--- src/rtl/fir_pkg.sv ---
`default_nettype none
// ============================================================================
// Module      : fir_pkg
// Description : Shared definitions for the multi-channel FIR filter.
//               Holds the FSM state encoding, index/accumulator width
//               helpers, the round-half-up constant and the signed
//               saturation limits.
// Revision    : 1.0 - initial release
// ============================================================================
package fir_pkg;

    // FSM state encoding
    localparam logic [1:0] c_st_idle = 2'd0;
    localparam logic [1:0] c_st_mac  = 2'd1;
    localparam logic [1:0] c_st_out  = 2'd2;

    // Width of an index into n entries; never below 1 bit so a
    // single-entry dimension still gets a legal port width.
    function automatic int idx_width(input int n);
        return (n > 1) ? $clog2(n) : 1;
    endfunction

    // Full-precision accumulator: product width plus growth from
    // summing depth terms.
    function automatic int acc_width(input int dw, input int cw, input int depth);
        return dw + cw + $clog2(depth);
    endfunction

    // Half an output LSB, added before the arithmetic shift.
    function automatic longint round_const(input int frac);
        return (frac == 0) ? 64'sd0 : (64'sd1 <<< (frac - 1));
    endfunction

    // Signed output range for a dw-bit two's complement word.
    function automatic longint sat_max(input int dw);
        return (64'sd1 <<< (dw - 1)) - 64'sd1;
    endfunction

    function automatic longint sat_min(input int dw);
        return -(64'sd1 <<< (dw - 1));
    endfunction

endpackage
`default_nettype wire

--- src/rtl/fir_mac.sv ---
`default_nettype none
// ============================================================================
// Module      : fir_mac
// Description : Single shared multiply-accumulate datapath. One tap per
//               enabled cycle; on the last tap the finished sum is rounded
//               half-up, shifted right by FRAC_BITS and saturated into the
//               output register, which then holds until the next sample.
// Revision    : 1.0 - initial release
// Ports       : i_clk      clock (rising edge)
//               i_rst_n    synchronous active-low reset
//               i_en       process one tap this cycle
//               i_first    first tap: start from an empty accumulator
//               i_last     last tap: update the output word
//               i_sample   history sample x[n-k]
//               i_coef     coefficient h[k]
//               o_dout     rounded, saturated result
//               o_sat      result was clipped
// ============================================================================
module fir_mac
    import fir_pkg::*;
#(
    parameter int DATA_WIDTH = 24,
    parameter int COEF_WIDTH = 18,
    parameter int FIR_DEPTH  = 16,
    parameter int FRAC_BITS  = 17
) (
    input  logic                         i_clk,
    input  logic                         i_rst_n,
    input  logic                         i_en,
    input  logic                         i_first,
    input  logic                         i_last,
    input  logic signed [DATA_WIDTH-1:0] i_sample,
    input  logic signed [COEF_WIDTH-1:0] i_coef,
    output logic signed [DATA_WIDTH-1:0] o_dout,
    output logic                         o_sat
);

    localparam int c_prod_w = DATA_WIDTH + COEF_WIDTH;
    localparam int c_acc_w  = acc_width(DATA_WIDTH, COEF_WIDTH, FIR_DEPTH);

    // One guard bit above the accumulator so the rounding add cannot wrap.
    localparam logic signed [c_acc_w:0] c_rnd = (c_acc_w + 1)'(round_const(FRAC_BITS));
    localparam logic signed [c_acc_w:0] c_max = (c_acc_w + 1)'(sat_max(DATA_WIDTH));
    localparam logic signed [c_acc_w:0] c_min = (c_acc_w + 1)'(sat_min(DATA_WIDTH));

    logic signed [c_prod_w-1:0] w_prod;
    logic signed [c_acc_w-1:0]  w_acc_base;
    logic signed [c_acc_w-1:0]  w_acc_next;
    logic signed [c_acc_w:0]    w_rnd;
    logic signed [c_acc_w:0]    w_shr;
    logic signed [c_acc_w-1:0]  r_acc;

    assign w_prod     = i_sample * i_coef;
    assign w_acc_base = i_first ? '0 : r_acc;
    assign w_acc_next = w_acc_base + c_acc_w'(w_prod);
    assign w_rnd      = (c_acc_w + 1)'(w_acc_next) + c_rnd;
    assign w_shr      = w_rnd >>> FRAC_BITS;

    always_ff @(posedge i_clk) begin
        if (!i_rst_n) begin
            r_acc  <= '0;
            o_dout <= '0;
            o_sat  <= 1'b0;
        end else if (i_en) begin
            r_acc <= w_acc_next;
            // The last tap's sum goes straight into the output word so the
            // result is ready the cycle the FSM enters OUT.
            if (i_last) begin
                if (w_shr > c_max) begin
                    o_dout <= c_max[DATA_WIDTH-1:0];
                    o_sat  <= 1'b1;
                end else if (w_shr < c_min) begin
                    o_dout <= c_min[DATA_WIDTH-1:0];
                    o_sat  <= 1'b1;
                end else begin
                    o_dout <= w_shr[DATA_WIDTH-1:0];
                    o_sat  <= 1'b0;
                end
            end
        end
    end

endmodule
`default_nettype wire

--- src/rtl/fir_mc.sv ---
`default_nettype none
// ============================================================================
// Module      : fir_mc
// Description : Multi-channel FIR filter. NUM_CH independent channels share
//               one coefficient set and one MAC; each accepted sample is
//               filtered over FIR_DEPTH cycles (one tap per cycle) and the
//               result is held on the output until accepted.
// Revision    : 1.0 - initial release
// Ports       : i_clk         clock (rising edge)
//               i_rst_n       synchronous active-low reset
//               iv_din        input sample (signed)
//               iv_din_ch     input channel (out-of-range maps to 0)
//               i_din_valid   input sample valid
//               o_din_ready   ready for a sample (IDLE only)
//               ov_dout       filtered, rounded, saturated output
//               ov_dout_ch    channel of ov_dout
//               o_dout_valid  output valid (OUT state)
//               i_dout_ready  output accepted
//               o_dout_sat    output was clipped
//               i_coef_we     coefficient write strobe
//               iv_coef_addr  coefficient tap index
//               iv_coef       coefficient value (signed)
//               o_coef_err    one-cycle pulse: write dropped (filter busy)
// ============================================================================
module fir_mc
    import fir_pkg::*;
#(
    parameter  int DATA_WIDTH = 24,
    parameter  int COEF_WIDTH = 18,
    parameter  int FIR_DEPTH  = 16,
    parameter  int NUM_CH     = 4,
    parameter  int FRAC_BITS  = 17,
    localparam int c_ch_w     = idx_width(NUM_CH),
    localparam int c_addr_w   = idx_width(FIR_DEPTH)
) (
    input  logic                         i_clk,
    input  logic                         i_rst_n,
    input  logic signed [DATA_WIDTH-1:0] iv_din,
    input  logic [c_ch_w-1:0]            iv_din_ch,
    input  logic                         i_din_valid,
    output logic                         o_din_ready,
    output logic signed [DATA_WIDTH-1:0] ov_dout,
    output logic [c_ch_w-1:0]            ov_dout_ch,
    output logic                         o_dout_valid,
    input  logic                         i_dout_ready,
    output logic                         o_dout_sat,
    input  logic                         i_coef_we,
    input  logic [c_addr_w-1:0]          iv_coef_addr,
    input  logic signed [COEF_WIDTH-1:0] iv_coef,
    output logic                         o_coef_err
);

    localparam logic [c_ch_w:0]     c_num_ch   = (c_ch_w + 1)'(NUM_CH);
    // Truncates to 0 for a power-of-two depth, which is exactly the modulo
    // needed by the wrap-around subtraction below.
    localparam logic [c_addr_w-1:0] c_depth    = c_addr_w'(FIR_DEPTH);
    localparam logic [c_addr_w-1:0] c_last_tap = c_addr_w'(FIR_DEPTH - 1);

    logic [1:0]                   r_state;
    logic                         r_din_rdy;
    logic                         r_coef_err;
    logic [c_ch_w-1:0]            r_ch;
    logic [c_addr_w-1:0]          r_base;
    logic [c_addr_w-1:0]          r_tap;
    logic [c_addr_w-1:0]          r_wptr [NUM_CH];
    logic signed [DATA_WIDTH-1:0] r_hist [NUM_CH][FIR_DEPTH];
    logic signed [COEF_WIDTH-1:0] r_coef [FIR_DEPTH];

    logic                         w_xfer;
    logic                         w_mac_en;
    logic                         w_first;
    logic                         w_last;
    logic [c_ch_w-1:0]            w_ch;
    logic [c_addr_w-1:0]          w_rd_addr;

    // r_din_rdy is only ever set while in IDLE, so a transfer implies IDLE.
    assign w_xfer   = i_din_valid & r_din_rdy;
    assign w_ch     = ({1'b0, iv_din_ch} < c_num_ch) ? iv_din_ch : '0;
    assign w_mac_en = (r_state == c_st_mac);
    assign w_first  = (r_tap == '0);
    assign w_last   = (r_tap == c_last_tap);

    // r_base is the slot holding x[n]; tap k reads x[n-k] = slot base-k,
    // wrapping backwards through the circular buffer.
    assign w_rd_addr = (r_base >= r_tap) ? (r_base - r_tap)
                                         : (r_base + c_depth - r_tap);

    // ------------------------------------------------------------------
    // Per-channel sample history and write pointers
    // ------------------------------------------------------------------
    always_ff @(posedge i_clk) begin
        if (!i_rst_n) begin
            for (int c = 0; c < NUM_CH; c++) begin
                r_wptr[c] <= '0;
                for (int k = 0; k < FIR_DEPTH; k++) begin
                    r_hist[c][k] <= '0;
                end
            end
        end else if (w_xfer) begin
            r_hist[w_ch][r_wptr[w_ch]] <= iv_din;
            r_wptr[w_ch] <= (r_wptr[w_ch] == c_last_tap) ? '0 : r_wptr[w_ch] + 1'b1;
        end
    end

    // ------------------------------------------------------------------
    // Coefficient bank: writable only in IDLE (a write on the transfer
    // cycle lands before tap 0 is read); busy writes are dropped.
    // ------------------------------------------------------------------
    always_ff @(posedge i_clk) begin
        if (!i_rst_n) begin
            for (int k = 0; k < FIR_DEPTH; k++) begin
                r_coef[k] <= '0;
            end
            r_coef_err <= 1'b0;
        end else begin
            r_coef_err <= i_coef_we & (r_state != c_st_idle);
            if (i_coef_we && (r_state == c_st_idle) && (iv_coef_addr <= c_last_tap)) begin
                r_coef[iv_coef_addr] <= iv_coef;
            end
        end
    end

    // ------------------------------------------------------------------
    // Control FSM
    // ------------------------------------------------------------------
    always_ff @(posedge i_clk) begin
        if (!i_rst_n) begin
            r_state   <= c_st_idle;
            r_din_rdy <= 1'b0;
            r_ch      <= '0;
            r_base    <= '0;
            r_tap     <= '0;
        end else begin
            case (r_state)
                c_st_idle: begin
                    r_din_rdy <= ~w_xfer;
                    if (w_xfer) begin
                        r_state <= c_st_mac;
                        r_ch    <= w_ch;
                        r_base  <= r_wptr[w_ch];
                        r_tap   <= '0;
                    end
                end
                c_st_mac: begin
                    if (w_last) begin
                        r_state <= c_st_out;
                        r_tap   <= '0;
                    end else begin
                        r_tap <= r_tap + 1'b1;
                    end
                end
                c_st_out: begin
                    if (i_dout_ready) begin
                        r_state   <= c_st_idle;
                        r_din_rdy <= 1'b1;
                    end
                end
                default: begin
                    r_state   <= c_st_idle;
                    r_din_rdy <= 1'b0;
                end
            endcase
        end
    end

    fir_mac #(
        .DATA_WIDTH (DATA_WIDTH),
        .COEF_WIDTH (COEF_WIDTH),
        .FIR_DEPTH  (FIR_DEPTH),
        .FRAC_BITS  (FRAC_BITS)
    ) u_mac (
        .i_clk    (i_clk),
        .i_rst_n  (i_rst_n),
        .i_en     (w_mac_en),
        .i_first  (w_first),
        .i_last   (w_last),
        .i_sample (r_hist[r_ch][w_rd_addr]),
        .i_coef   (r_coef[r_tap]),
        .o_dout   (ov_dout),
        .o_sat    (o_dout_sat)
    );

    assign o_din_ready  = r_din_rdy;
    assign o_dout_valid = (r_state == c_st_out);
    assign ov_dout_ch   = r_ch;
    assign o_coef_err   = r_coef_err;

endmodule
`default_nettype wire

--- config.mk ---
export PLATFORM = sky130hd
export DESIGN_NAME = fir_mc
export DESIGN_NICKNAME = d
export VERILOG_FILES = /design/src/rtl/fir_pkg.sv /design/src/rtl/fir_mac.sv /design/src/rtl/fir_mc.sv
export SDC_FILE = /design/constraint.sdc
export NUM_CORES = 2
export LEC_CHECK = 0
export BUFFER_PORTS_ARGS = -buffer_cell sky130_fd_sc_hd__buf_2
export CELL_PAD_IN_SITES_DETAIL_PLACEMENT = 2
export CELL_PAD_IN_SITES_GLOBAL_PLACEMENT = 2
export CORE_MARGIN = 5
export CORE_UTILIZATION = 51
export CTS_CLUSTER_SIZE = 12
export DETAILED_ROUTE_END_ITERATION = 8
export PLACE_DENSITY = 0.87
export REMOVE_ABC_BUFFERS = 1
export SETUP_SLACK_MARGIN = 0.4
export SLEW_MARGIN = 20
export SYNTH_ARGS = -nofsm -noshare
export SYNTH_HDL_FRONTEND = slang
export SYNTH_SLANG_ARGS = --single-unit
--- constraint.sdc ---
create_clock -name i_clk -period 22.1 [get_ports i_clk]
set_clock_uncertainty 0.15 [all_clocks]
set_input_delay 3.315 -clock i_clk [delete_from_list [all_inputs] [get_ports i_clk]]
set_output_delay 3.315 -clock i_clk [all_outputs]
set_load 0.005 [all_outputs]
; After elaboration in Yosys (flattened, before gate mapping)
; Memory sizes are Yosys's and may differ from the RTL's. A register that Yosys moved wholly into a read port is not among the register bits.
; Cells that the tools add are included.
[totals]
reg_bits = 85
latch_bits = 0
ramBits = 1840
romBits = 0
output_inout_bits = 30
memories = 3
[memory_table]
columns = name, words, word_bits, read_ports, rd_ports_with_merged_regs, wr, line_no
row1 = r_hist, 4, 384, 1, 1, 4, fir_mc.sv:66  ; logic signed [DATA_WIDTH-1:0] r_hist [NUM_CH][FIR_DEPTH];
row2 = r_coef, 16, 18, 1, 1, 16, fir_mc.sv:67  ; logic signed [COEF_WIDTH-1:0] r_coef [FIR_DEPTH];
row3 = r_wptr, 4, 4, 1, 0, 4, fir_mc.sv:65  ; logic [c_addr_w-1:0] r_wptr [NUM_CH];
[classes]
n_addsub = 5
multipliers = 1
div = 0
n_lt_le_gt_ge = 6
n_eq_ne = 7
n_shift = 0
muxes = 41
bitwise = 6
reduce_logical = 15
[ops]
columns = cell, n
row1 = two-way mux 384 bit, 3
row2 = OR reduction 384 bit, 1
row3 = two-way mux 24 bit, 5
row4 = binary-select mux 24 bit (select 4 bit), 1
row5 = demux 24 bit (select 4 bit), 1
row6 = adder 46 x 18 -> 47 bit (second input constant), 1
row7 = adder 46 x 42 -> 46 bit, 1
row8 = two-way mux 46 bit, 1
row9 = multiplier 24 x 18 -> 42 bit, 1
row10 = > comparator 30 x 24 -> 1 bit (second input constant), 1
row11 = < comparator 30 x 24 -> 1 bit (second input constant), 1
row12 = two-way mux 4 bit, 7
row13 = two-way mux 18 bit, 1
row14 = OR reduction 18 bit, 1
row15 = two-way mux 2 bit, 7
row16 = two-way mux 1 bit, 12
row17 = >= comparator 5 bit (second input constant), 2
row18 = inverter 4 -> 5 bit, 2
row19 = adder 4 x 1 -> 4 bit (second input constant), 2
row20 = == test 4 bit (second input constant), 2
row21 = case mux 4 bit (2 select lines), 1
row22 = AND reduction 2 bit, 4
row23 = case mux 2 bit (3 select lines), 1
row24 = < comparator 5 x 1 -> 1 bit (second input constant), 1
row25 = 15 further kinds, 21

; Longest topological paths before layout
[depth]
depth_word = 11
mapped_depth = 41
depth_no_buf = 37

; Hierarchy
; From an unflattened synthesis, not the netlist that was laid out.
[unflattened]
hier_cells = 7591
area_unflattened_um2 = 106095.5
[modules_own_cells]
columns = module, n_inst, cells_per_inst, area_per_inst_um2, seq_area_each_um2
row1 = fir_mc, 1, 5302, 84848.9, 55653.4
row2 = fir_mac, 1, 2289, 21246.6, 1421.4

; Worst setup path after synthesis
; No wires, ideal clock.
[synth_path]
path_kind = reg-to-reg
start = register r_tap[0]
end = register u_mac.o_dout[5]
setup_time_ns = 0.123
arrival_ns = 10.358
slack_ns = 11.469
stages_incl_launch_ff = 37
path_buffers = 4
path_cell_list = dfxtp_1 ha_1 inv_1 fa_1 clkbuf_1 clkbuf_1 clkbuf_1 mux4_2 a211oi_1 a21oi_1 inv_1 nor2_1 fa_1 inv_1 fa_1 fa_1 inv_1 fa_1 fa_1 fa_1 inv_1 fa_1 inv_1 ha_1 a21oi_1 o21ai_0 a221oi_4 xnor2_2 nor3b_4 nand4_1 or4_4 nor3_4 o211ai_1 o2bb2ai_4 a21oi_4 buf_6 o31ai_2
[synth_between]
elab_chain_cells = 11
[synth_rtl]
columns = item, line_no
row1 = start: declaration, fir_mc.sv:64  ; logic [c_addr_w-1:0] r_tap;
row2 = start signal: assignment, fir_mc.sv:149  ; r_tap <= r_tap + 1'b1;
row3 = subtractor 4 bit, "fir_mc.sv:85, fir_mc.sv:86"
row4 = inverter 4 -> 5 bit (not written as such), fir_mc.sv:177  ; .i_sample (r_hist[r_ch][w_rd_addr]),
row5 = binary-select mux 24 bit (select 4 bit), fir_mc.sv:177
row6 = two-way mux 24 bit (not written as such) (2 in a row), fir_mc.sv:177
row7 = multiplier 24 x 18 -> 42 bit, fir_mac.sv:53  ; assign w_prod = i_sample * i_coef;
row8 = adder 46 x 42 -> 46 bit, fir_mac.sv:55  ; assign w_acc_next = w_acc_base + c_acc_w'(w_prod);
row9 = adder 46 x 18 -> 47 bit, fir_mac.sv:56  ; assign w_rnd = (c_acc_w + 1)'(w_acc_next) + c_rnd;
row10 = < comparator 30 x 24 -> 1 bit, fir_mac.sv:72  ; end else if (w_shr < c_min) begin
row11 = two-way mux 24 bit, fir_mac.sv:72
row12 = two-way mux 24 bit, fir_mac.sv:69  ; if (w_shr > c_max) begin
row13 = end signal: assignment, fir_mac.sv:70  ; o_dout <= c_max[DATA_WIDTH-1:0];
row14 = end signal: assignment, fir_mac.sv:73  ; o_dout <= c_min[DATA_WIDTH-1:0];
row15 = end signal: assignment, fir_mac.sv:76  ; o_dout <= w_shr[DATA_WIDTH-1:0];
row16 = end: declaration, fir_mac.sv:34  ; output logic signed [DATA_WIDTH-1:0] o_dout,
; Parallel ways exist; a longest one is shown, timed or not. The select of a mux whose other input is x is not followed.
; A chain may end at the register's enable or synchronous reset.

==> run summary <==
outcome -> complete, but fails checks
violated checks -> capacitance limit, slew limit
vias per cell -> 7.63
post-synthesis adder-cell area fraction -> 10.9%
initial core utilization -> 51.1%
Max-Cap Viols -> 5
Cells after Synth -> 7652
WS Path Type -> register to register
Final Util -> 56.1%
CTS resizes -> 0
Root Buffer -> clkbuf_16
mean area per synthesized cell -> 13.8 um2
Synth Area in XOR/XNOR -> 0.527%
# setup viols final -> 0
pin count of the biggest net entering global routing -> 119
EDFF count, synth -> 1840
CP Capture Type -> register
fin crit period -> 18170 ps
Worst-Margin Slew -> 2570 ps
vias in the first global route -> 79800
Area Overhead vs Synth -> 9.68%
ys async rst share -> 0%
clock latency on the worst-skew pair -> 960 ps
simple logic cell fraction of the synthesized area -> 15.3%
Worst EP required -> 22730 ps
# IOs -> 83
core area -> 0.207 mm2
Seq/Total Area, Yosys -> 54.0%
RSZ-0062 raised after global routing -> false
first-pass GRT wire length -> 669 mm
row count -> 167
Synth top cells by count -> and2_1, edfxtp_1, mux4_2, inv_1, clkbuf_1
DR pass1 iterations -> 8
predominant post-synthesis flop cell -> edfxtp_1
CTS clk-pin slew, worst paths -> 90 ps
CTS tree -> built
post-synthesis mux area share -> 12.5%
placed cell count -> 10000
die height -> 465 um
Hold EP -> u_mac.r_acc[2]
CTS hold repair buffers -> 0
R2R cell count -> 27
IO buf count -> 82
Critical Path AT -> 18790 ps
drt wl/cell -> 51.0 um
r2r setup slk -> 3930 ps
Hold Slack -> 323 ps
CTS H-tree depth -> 4
HPWL after DPL -> 264 mm
Die Width -> 465 um
Hold Vio Cnt, Final -> 0
top cells by area, synth -> edfxtp_1, mux4_2, and2_1, fa_1, inv_1
wirelength, routed -> 533 mm
Layout Nets -> 8204
critical-path maximum fanout -> 38
global route total overflow -> 0
final worst slack -> 3930 ps
gpl congestion -> 0.883
Num CTS Buffers -> 207
share of layout cells above drive strength 1 -> 17.2%
slew margin rel. -> -72.4%
cell depth of the worst hold path -> 2
first-iteration detailed-routing DRC count -> 15500
area leader, netlist -> edfxtp_1
Routed Antenna Nets -> 0
Max Transition Viols Final -> 8
initial antenna violation count -> 99
Synth warnings -> 0
Distinct cells, synth -> 91
hold crit path type -> register to register
Reg-to-Reg End -> u_mac.o_dout[9]
CP Launch Type -> register
count leader, synth -> and2_1
final worst path period share -> 82.2%
Total GRT Usage -> 44.1%
DRC -> 0
total die area -> 0.216 mm2
hold path startpoint -> u_mac.r_acc[2]
# Post-CTS Setup Buffers -> 0
Fmax -> 55.0 MHz
clock tree buffer depth -> 3
Mapped Area -> 0.106 mm2
Post-Layout Cell Count -> 10500
detailed-route via count -> 79800
Sink Count -> 1931
Compound-Gate Fraction of Synth Area -> 2.60%
main combinational cell family by area after synthesis -> simple AND/OR/NAND/NOR gates
post-synth top area share -> 52.3%
Setup WS pre-CTS -> 7810 ps
FF+latch count, synth -> 1931
-- layer usage --
metal | wire length [um] | GRT usage (%) | vias to the layer above
met2 | 234000 | 69.2 | 9286
met5 | 1040 | 0.988 | -
li1 | - | - | 26400
met3 | 77200 | 13.3 | 3302
met1 | 166000 | 52.6 | 40700
met4 | 55400 | 30.5 | 66
-- flip-flops by register name, indices dropped and copies added, names as in the netlist, named ones only --
name / cells
r_wptr: 16
u_mac.o_dout: 24
ov_dout_ch: 2
u_mac.o_sat: 1
r_base: 4
r_hist: 1536
r_state: 2
r_coef: 288
o_coef_err: 1
u_mac.r_acc: 46
r_tap: 4
o_din_ready: 1
-- metrics by stage --
step           instance area, um2  TNS, ps
6_report                   116000        0
5_1_grt                    116000        0
4_1_cts                    115000        0
3_5_place_dp               109000        0
3_3_place_gp               109000        0
2_1_floorplan              103000  -139950
-- cell usage in the layout (no fill, tap or decap), types with 41 or more instances in the layout --
| cell | netlist | layout |
|---|---|---|
| a21oi_1 | 77 | 70 |
| and2_1 | 1920 | 1920 |
| buf_2 | 14 | 81 |
| buf_4 | 0 | 180 |
| clkbuf_1 | 521 | 69 |
| clkbuf_16 | 0 | 209 |
| clkinv_1 | 1 | 45 |
| dfxtp_1 | 91 | 87 |
| diode_2 | 0 | 60 |
| edfxtp_1 | 1840 | 1840 |
| fa_1 | 487 | 486 |
| ha_1 | 143 | 142 |
| inv_1 | 532 | 532 |
| mux4_2 | 565 | 565 |
| nand2_1 | 437 | 437 |
| nor2_1 | 268 | 229 |
| nor2b_1 | 42 | 41 |
| o21ai_0 | 151 | 79 |
| o21ai_2 | 0 | 51 |
-- worst max-delay path: stages, from the launching register on --
cell	delay, ps
dfxtp_4	980
buf_4	830
buf_4	800
buf_4	640
mux4_2	660
mux4_2	550
a211oi_1	2010
a21oi_4	480
nor2b_1	360
fa_1	590
fa_1	460
fa_1	1100
fa_1	650
fa_1	460
fa_1	680
ha_1	300
ha_1	430
a21oi_1	1230
o21ai_0	720
a21oi_1	750
o21ai_0	230
a311oi_1	700
nand4_2	390
nor3_4	400
o211ai_1	220
o2bb2ai_4	230
a21oi_4	590
o32ai_1	210
-- final cells by class --
| cell class | count | area [um2] |
|---|---|---|
| clock buffers | 285 | 5580 |
| repair buffers | 269 | 1940 |
| clock inverters | 96 | 727 |
| fillers | 18000 | 90800 |
| inverters | 533 | 2000 |
| multi-input cells | 4579 | 45000 |
| flip-flops and latches | 1931 | 57100 |
| well taps | 2704 | 3380 |
| diodes | 60 | 150 |
-- how the worst max path moves through the flow --
stage | startpoint | end | slack (ps)
2_1_floorplan | register | u_mac.o_dout[16] | -3400
5_1_grt | register | u_mac.o_dout[16] | 4190
3_3_place_gp | register | u_mac.o_sat | 8390
4_1_cts | register | u_mac.o_dout[16] | 7050
6_report | register | u_mac.o_dout[9] | 3930
3_5_place_dp | register | u_mac.o_dout[9] | 7810
-- cell families after synthesis --
kind of cell,count (synthesis)
fa+ha+maj,630
xor+xnor,61
compound gates,418
flops,1931
mux,612
buf+inv,1142
simple gates,2858
Power is not shown: default switching activity piles up to over one toggle a cycle in this logic, so the estimate is an artifact.
